<file path="src/rtl/cpu_mem_pkg.sv">
// Shared definitions for the instruction/data memory arbiter: FSM states,
// requester identity and default geometry.
package cpu_mem_pkg;

  localparam int MEM_LAT_DEF = 4;
  localparam int AW_DEF      = 16;
  localparam int DW_DEF      = 16;
  localparam int CNT_W       = 4;

  typedef enum logic [1:0] {
    ST_IDLE   = 2'd0,
    ST_ACCESS = 2'd1,
    ST_DONE   = 2'd2
  } arb_state_e;

  typedef enum logic {
    OWN_FETCH = 1'b0,
    OWN_DATA  = 1'b1
  } owner_e;

endpackage

</file>
<file path="src/rtl/mem_lat_cnt.sv">
// Memory-latency down-counter: loads a preset, counts down to zero and holds
// there, exposing a zero flag.
module mem_lat_cnt
  import cpu_mem_pkg::*;
(
  input  logic             clk,
  input  logic             rst_n,
  input  logic             load_i,
  input  logic [CNT_W-1:0] load_val_i,
  input  logic             dec_i,
  output logic             zero_o
);

  logic [CNT_W-1:0] cnt_q, cnt_d;

  always_comb begin
    cnt_d = cnt_q;
    if (load_i) begin
      cnt_d = load_val_i;
    end else if (dec_i && (cnt_q != '0)) begin
      cnt_d = cnt_q - 1'b1;
    end
  end

  always_ff @(posedge clk) begin
    if (!rst_n) begin
      cnt_q <= '0;
    end else begin
      cnt_q <= cnt_d;
    end
  end

  assign zero_o = (cnt_q == '0);

endmodule

</file>
<file path="src/rtl/mem_arbiter.sv">
// Single-port memory arbiter between instruction fetch and data access.
// Data requests win over fetch; each access runs IDLE -> ACCESS -> DONE.
module mem_arbiter
  import cpu_mem_pkg::*;
#(
  parameter int MEM_LAT = MEM_LAT_DEF,
  parameter int AW      = AW_DEF,
  parameter int DW      = DW_DEF
) (
  input  logic          clk,
  input  logic          rst_n,
  input  logic          i_req,
  input  logic [AW-1:0] i_addr,
  output logic          i_rdy,
  output logic [DW-1:0] i_data,
  input  logic          d_re,
  input  logic          d_we,
  input  logic [AW-1:0] d_addr,
  input  logic [DW-1:0] d_wdata,
  output logic          d_rdy,
  output logic [DW-1:0] d_rdata,
  output logic          mem_en,
  output logic          mem_we,
  output logic [AW-1:0] mem_addr,
  output logic [DW-1:0] mem_wdata,
  input  logic [DW-1:0] mem_rdata,
  output logic          stall_if,
  output logic          stall_mem,
  output logic          err
);

  arb_state_e    state_q;
  owner_e        owner_q;
  logic          mem_en_q, mem_we_q;
  logic [AW-1:0] mem_addr_q;
  logic [DW-1:0] mem_wdata_q;
  logic          i_rdy_q, d_rdy_q;
  logic [DW-1:0] i_data_q, d_rdata_q;
  logic          err_q;

  logic d_req;
  logic grant;
  logic cnt_zero;

  assign d_req = d_re | d_we;
  assign grant = (state_q == ST_IDLE) && (d_req || i_req);

  mem_lat_cnt u_cnt (
    .clk       (clk),
    .rst_n     (rst_n),
    .load_i    (grant),
    .load_val_i(CNT_W'(MEM_LAT - 1)),
    .dec_i     (state_q == ST_ACCESS),
    .zero_o    (cnt_zero)
  );

  always_ff @(posedge clk) begin
    if (!rst_n) begin
      state_q     <= ST_IDLE;
      owner_q     <= OWN_FETCH;
      mem_en_q    <= 1'b0;
      mem_we_q    <= 1'b0;
      mem_addr_q  <= '0;
      mem_wdata_q <= '0;
      i_rdy_q     <= 1'b0;
      d_rdy_q     <= 1'b0;
      i_data_q    <= '0;
      d_rdata_q   <= '0;
      err_q       <= 1'b0;
    end else begin
      i_rdy_q <= 1'b0;
      d_rdy_q <= 1'b0;
      case (state_q)
        ST_IDLE: begin
          if (grant) begin
            state_q  <= ST_ACCESS;
            mem_en_q <= 1'b1;
            if (d_req) begin
              // A simultaneous read+write is treated as a write and flagged.
              owner_q     <= OWN_DATA;
              mem_addr_q  <= d_addr;
              mem_wdata_q <= d_wdata;
              mem_we_q    <= d_we;
              if (d_re && d_we) begin
                err_q <= 1'b1;
              end
            end else begin
              owner_q     <= OWN_FETCH;
              mem_addr_q  <= i_addr;
              mem_wdata_q <= '0;
              mem_we_q    <= 1'b0;
            end
          end
        end
        ST_ACCESS: begin
          if (cnt_zero) begin
            state_q  <= ST_DONE;
            mem_en_q <= 1'b0;
            mem_we_q <= 1'b0;
            if (owner_q == OWN_DATA) begin
              d_rdata_q <= mem_rdata;
              d_rdy_q   <= 1'b1;
            end else begin
              i_data_q <= mem_rdata;
              i_rdy_q  <= 1'b1;
            end
          end
        end
        ST_DONE: begin
          state_q <= ST_IDLE;
        end
        default: begin
          state_q <= ST_IDLE;
        end
      endcase
    end
  end

  assign mem_en    = mem_en_q;
  assign mem_we    = mem_we_q;
  assign mem_addr  = mem_addr_q;
  assign mem_wdata = mem_wdata_q;
  assign i_rdy     = i_rdy_q;
  assign d_rdy     = d_rdy_q;
  assign i_data    = i_data_q;
  assign d_rdata   = d_rdata_q;
  assign err       = err_q;

  assign stall_if  = i_req & ~i_rdy_q;
  assign stall_mem = d_req & ~d_rdy_q;

endmodule

</file>
<file path="config.mk">
export PLATFORM = sky130hd
export DESIGN_NAME = mem_arbiter
export DESIGN_NICKNAME = d
export VERILOG_FILES = /design/src/rtl/cpu_mem_pkg.sv /design/src/rtl/mem_lat_cnt.sv /design/src/rtl/mem_arbiter.sv
export SDC_FILE = /design/constraint.sdc
export NUM_CORES = 1
export LEC_CHECK = 0
export ABC_AREA = 1
export CAP_MARGIN = 0
export CORE_ASPECT_RATIO = 1.5
export CORE_MARGIN = 5
export CORE_UTILIZATION = 46
export DETAILED_ROUTE_END_ITERATION = 16
export PLACE_DENSITY = 0.95
export SLEW_MARGIN = 20
export SYNTH_ARGS = -nofsm -noshare
export SYNTH_HDL_FRONTEND = slang
export SYNTH_SLANG_ARGS = --single-unit
</file>
<file path="constraint.sdc">
create_clock -name clk -period 2.1 [get_ports clk]
set_input_delay 0.42 -clock clk [delete_from_list [all_inputs] [get_ports clk]]
set_output_delay 0.42 -clock clk [all_outputs]
set_load 0.05 [all_outputs]
</file>
# Yosys cells after proc, flatten, opt, wreduce, memory -nomap -nowiden
# Index checks and enable logic that the tools add are counted.
# word_totals
reg_bits,76
out_inout_bits,71
# classes
add_sub_neg,1
n_eq_ne,3
n_mux,16
bitwise_logic,7
n_reduce_logical,17
# op_table
cell,n
$mux W16,2
$reduce_and A3 Y1,4
$mux W2,4
$mux W1,7
$logic_not A4 Y1,1
$ne A2 B2 Y1 const B,2
$not A1 Y1,4
$pmux W1 S2,2
$pmux W2 S2,1
$reduce_and A2 Y1,2
$reduce_and A4 Y1,1
$reduce_bool A2 Y1,2
$reduce_bool A4 Y1,1
$sub A4 B1 Y4 const B,1
$logic_and A1 B1 Y1,3
$and A1 B1 Y1,2
$eq A2 B1 Y1 const B,1
$logic_not A2 Y1,1
$reduce_or A2 Y1,1
$logic_or A1 B1 Y1,1
$or A1 B1 Y1,1

# Longest topological paths before layout
# depth
depth_word,5
ltp_mapped,8
mapped_depth_nobuf,8

# Cells and area by module
# From an unflattened synthesis, not the netlist that was laid out.
# unflattened
hier_cells,448
area_unflattened_um2,3175.5
# by_module_without_submodules
mod,instances,cells_each,area_per_inst_um2
mem_arbiter,1,407,2901.5
mem_lat_cnt,1,41,274.0

# Least setup slack after synthesis
# Ideal clock, no wire load.
# synth_path
kind,input-to-output
start,input port d_we
end,output port stall_mem
arrival_time_ps,1279
path_slack_ps,401
cell_stages,3
path_buffers,1
path_cell_list,nor2_4 > buf_2 > nor2_1
# synth_between
elab_chain_len,2
# synth_lines
element,line,text
from (decl),mem_arbiter.sv:17,"input logic d_we,"
$or A1 B1 Y1,mem_arbiter.sv:45,assign d_req = d_re | d_we;
$and A1 B1 Y1,mem_arbiter.sv:130,assign stall_mem = d_req & ~d_rdy_q;
to (decl),mem_arbiter.sv:28,"output logic stall_mem,"
# Every way passes these cells.

# Final worst setup path
# layout_path
start,"register i_rdy_q, in the netlist i_rdy"
end,output port i_rdy
# layout_lines
element,line,text
from (decl),mem_arbiter.sv:37,"logic i_rdy_q, d_rdy_q;"
from (signal assigned),mem_arbiter.sv:65,i_rdy_q <= 1'b0;
from (signal assigned),mem_arbiter.sv:71,i_rdy_q <= 1'b0;
from (signal assigned),mem_arbiter.sv:105,i_rdy_q <= 1'b1;
to (decl),mem_arbiter.sv:14,"output logic i_rdy,"
# No word-level cell between the ends.

==> flow_summary.toml <==
[critical_path]
crit_chain = "clkdlybuf4s50_1"
path_max_fanout = 2
cp.arrival_ps = 1560
crit_slowest_cell = "clkdlybuf4s50_1"
cp_top_family = "buffers and inverters"
worst-path-buf-inv = 1
worstSetupPathType = "flop to primary output"
endpoint_kind = "primary output"
r2r_slack_ps = 480
path_depth = 1
setup.worst_path.start_class = "flop"
max_stage_delay_ps = 850
critical_path_required_ps = 1680
r2r_cells = 8

[finish]
final_cell_mix = "137 x clkdlybuf4s50_1, 111 x nand2_1, 103 x nor2_1, 76 x dfxtp_1, 42 x inv_1"
finalNetCount = 660
antennaDiodeCount = 0
drive_above_1_share = 0.0725
final_common_cell = "clkdlybuf4s50_1"
stdcell_count = 671
area_growth_pct = 52.0

[pwr]
p_per_area_mw_per_mm2 = 930
power.switching_uw = 1530
power_frac_seq = 0.366
pwr-share-comb = 0.315
total_power_uw = 4590
switching_share = 0.333
peakVddDrop_v = 0.000558
internal_power_uw = 3060
p_leak_uw = 0.00217
clkPwrFrac = 0.319

[synth]
synth_top_area_share = 0.468
synth_xor_area_frac = 0.00270
ys_warn_count = 0
synth-seq-cells = 76
syn_inst = 453
syn_avg_cell_area_sq_um = 7.17
ys_seq_area_frac = 0.468
synth_fa_ha_area_frac = 0.00770
yosysTopAreaCell = "dfxtp_1"
yosysUniqueCellTypes = 26
synth_area_sq_mm = 0.00325
synthSimpleGateAreaFrac = 0.352
ys_top_cells_by_area = "dfxtp_1 47%, nand2_1 13%, nor2_1 12%"
syn-num-nets = 524
synth_top_family_by_area = "simple AND/OR/NAND/NOR gates"
muxShareOfSynthArea = 0
synth_compound_area_frac = 0.0709

[route]
remaining_drc_errors = 0
avgRoutedWirePerCell_microns = 14.4
routed_wl_microns = 9680
drtAntennaViolNets = 0
routed_via_density = 5.00
vias = 3357
dr.first_iter.drc_count = 225
first_pass_iters = 4

[clock_network]
postCtsHoldBufs = 0
clk_pin_slew_ps = 80
h-tree-depth = 3
cts.root.buffer_cell = "clkbuf_8"
clock-sinks = 76
post-cts-setup-buffer-count = 0
ctsResizeCount = 0
cts_buffers = 9
cts_tree = "yes"
clockBufferDepth = 2
clk_latency_ps = 340

[global_route]
antenna_found_initial = 0
grt_first_pass_wirelength_microns = 15700
grt_usage = 0.224
grt_max_degree = 53
grt_overflow = 0
grt_pass1_vias = 3464

[floorplan]
io_pins = 140
die_w_microns = 78.6
die_area_sq_mm = 0.00888
core_area_sq_mm = 0.00690
dieHeight_microns = 113
initial_utilization = 0.471
fp-row-count = 37

[status]
status = "complete, no violations"

[placed_design]
place_inst = 656
io_buffers = 139
post-dp-hpwl_microns = 7330
place_congestion = 0.879

[sta]
finClkSkew_ps = 5.86
max-slew-margin-rel = 0.629
rsz0062_at_grt = "no"
hold_viol = 0
final-setup-viol-count = 0
max_freq_ghz = 0.504
setup-tns-final_ps = 0
period_needed_ps = 1980
finalMaxSlewViolations = 0
worst_pin_slew_ps = 555
finalCritPeriodShare = 0.944

[min_path]
whs_path_depth = 2
hold_path_class = "flop to flop"

[run]
cap_violations = 0
-- through the flow --
step / area, sq um / hold slack, ps / setup WS (ps) / util
finish: 4940 / 462 / 118 / 0.716
global route: 4940 / 488 / 57.8 / 0.716
CTS: 4940 / 470 / 86.5 / 0.716
detailed placement: 4660 / 449 / 150 / 0.676
global placement: 4660 / 438 / 296 / 0.676
floorplan: 3250 / 504 / 401 / -
-- cell type report --
class                      count  area, sq um
timing repair buffer         146         1460
sequential                    76         1520
clock inverter                 4          120
fill                         497         1960
tap                           78         97.6
inverter                      46          173
clock buffer                  11          151
multi-input combinational    310         1410
-- path summary, 6_finish.rpt --
path	start	endpoint
worst max-delay path	i_rdy	i_rdy
worst min-delay path	mem_wdata[14]	mem_wdata[14]
worst max register to register	u_cnt.cnt_q[0]	d_rdata[10]
worst min register to register	mem_wdata[14]	mem_wdata[14]
-- power groups by stage --
stage	Sequential, uW	Combinational, uW	Clock (uW)
3_3_place_gp	1700	1400	0
2_1_floorplan	2160	482	0
6_report	1680	1440	1470
4_1_cts	1680	1450	1500
5_1_grt	1700	1540	1550
3_5_place_dp	1710	1430	0
-- state kept, by name, summed over array words and instances, names as in the netlist --
signal / count
d_rdata: 16
d_rdy: 1
err: 1
i_data: 16
i_rdy: 1
mem_addr: 16
mem_en: 1
mem_wdata: 16
mem_we: 1
owner_q: 1
state_q: 2
u_cnt.cnt_q: 4
-- Yosys cell counts --
| master | number |
|---|---|
| o21ai_0 | 29 |
| buf_1 | 4 |
| nand2_2 | 2 |
| clkbuf_1 | 2 |
| nor3_1 | 2 |
| nand3_1 | 37 |
| clkbuf_2 | 1 |
| o21ai_2 | 2 |
| nand2_4 | 1 |
| xor2_1 | 1 |
| buf_4 | 4 |
| inv_2 | 4 |
| buf_2 | 4 |
| dfxtp_1 | 76 |
| inv_1 | 42 |
| a31oi_1 | 1 |
| nor2_1 | 103 |
| a21oi_1 | 5 |
| nand2_1 | 111 |
| o21ai_1 | 4 |
| a21oi_4 | 1 |
| nor2_4 | 6 |
| nand3_4 | 2 |
| nor2_8 | 1 |
| buf_6 | 6 |
| ha_1 | 2 |
-- kinds of logic after synthesis --
kind of cell    Yosys count
xor+xnor                  1
fa+ha+maj                 2
buf+inv                  67
flops                    76
compound gates           42
simple gates            265
-- metal layers --
layer  up-vias  global-route usage  wire length [microns]
met4         0               0.104                    269
met1      1526               0.223                   3510
li1       1665                   -                      -
met5         -                   0                      0
met3        20              0.0645                    774
met2       146               0.419                   5130
No activity file was read; power rests on OpenSTA's default activity.
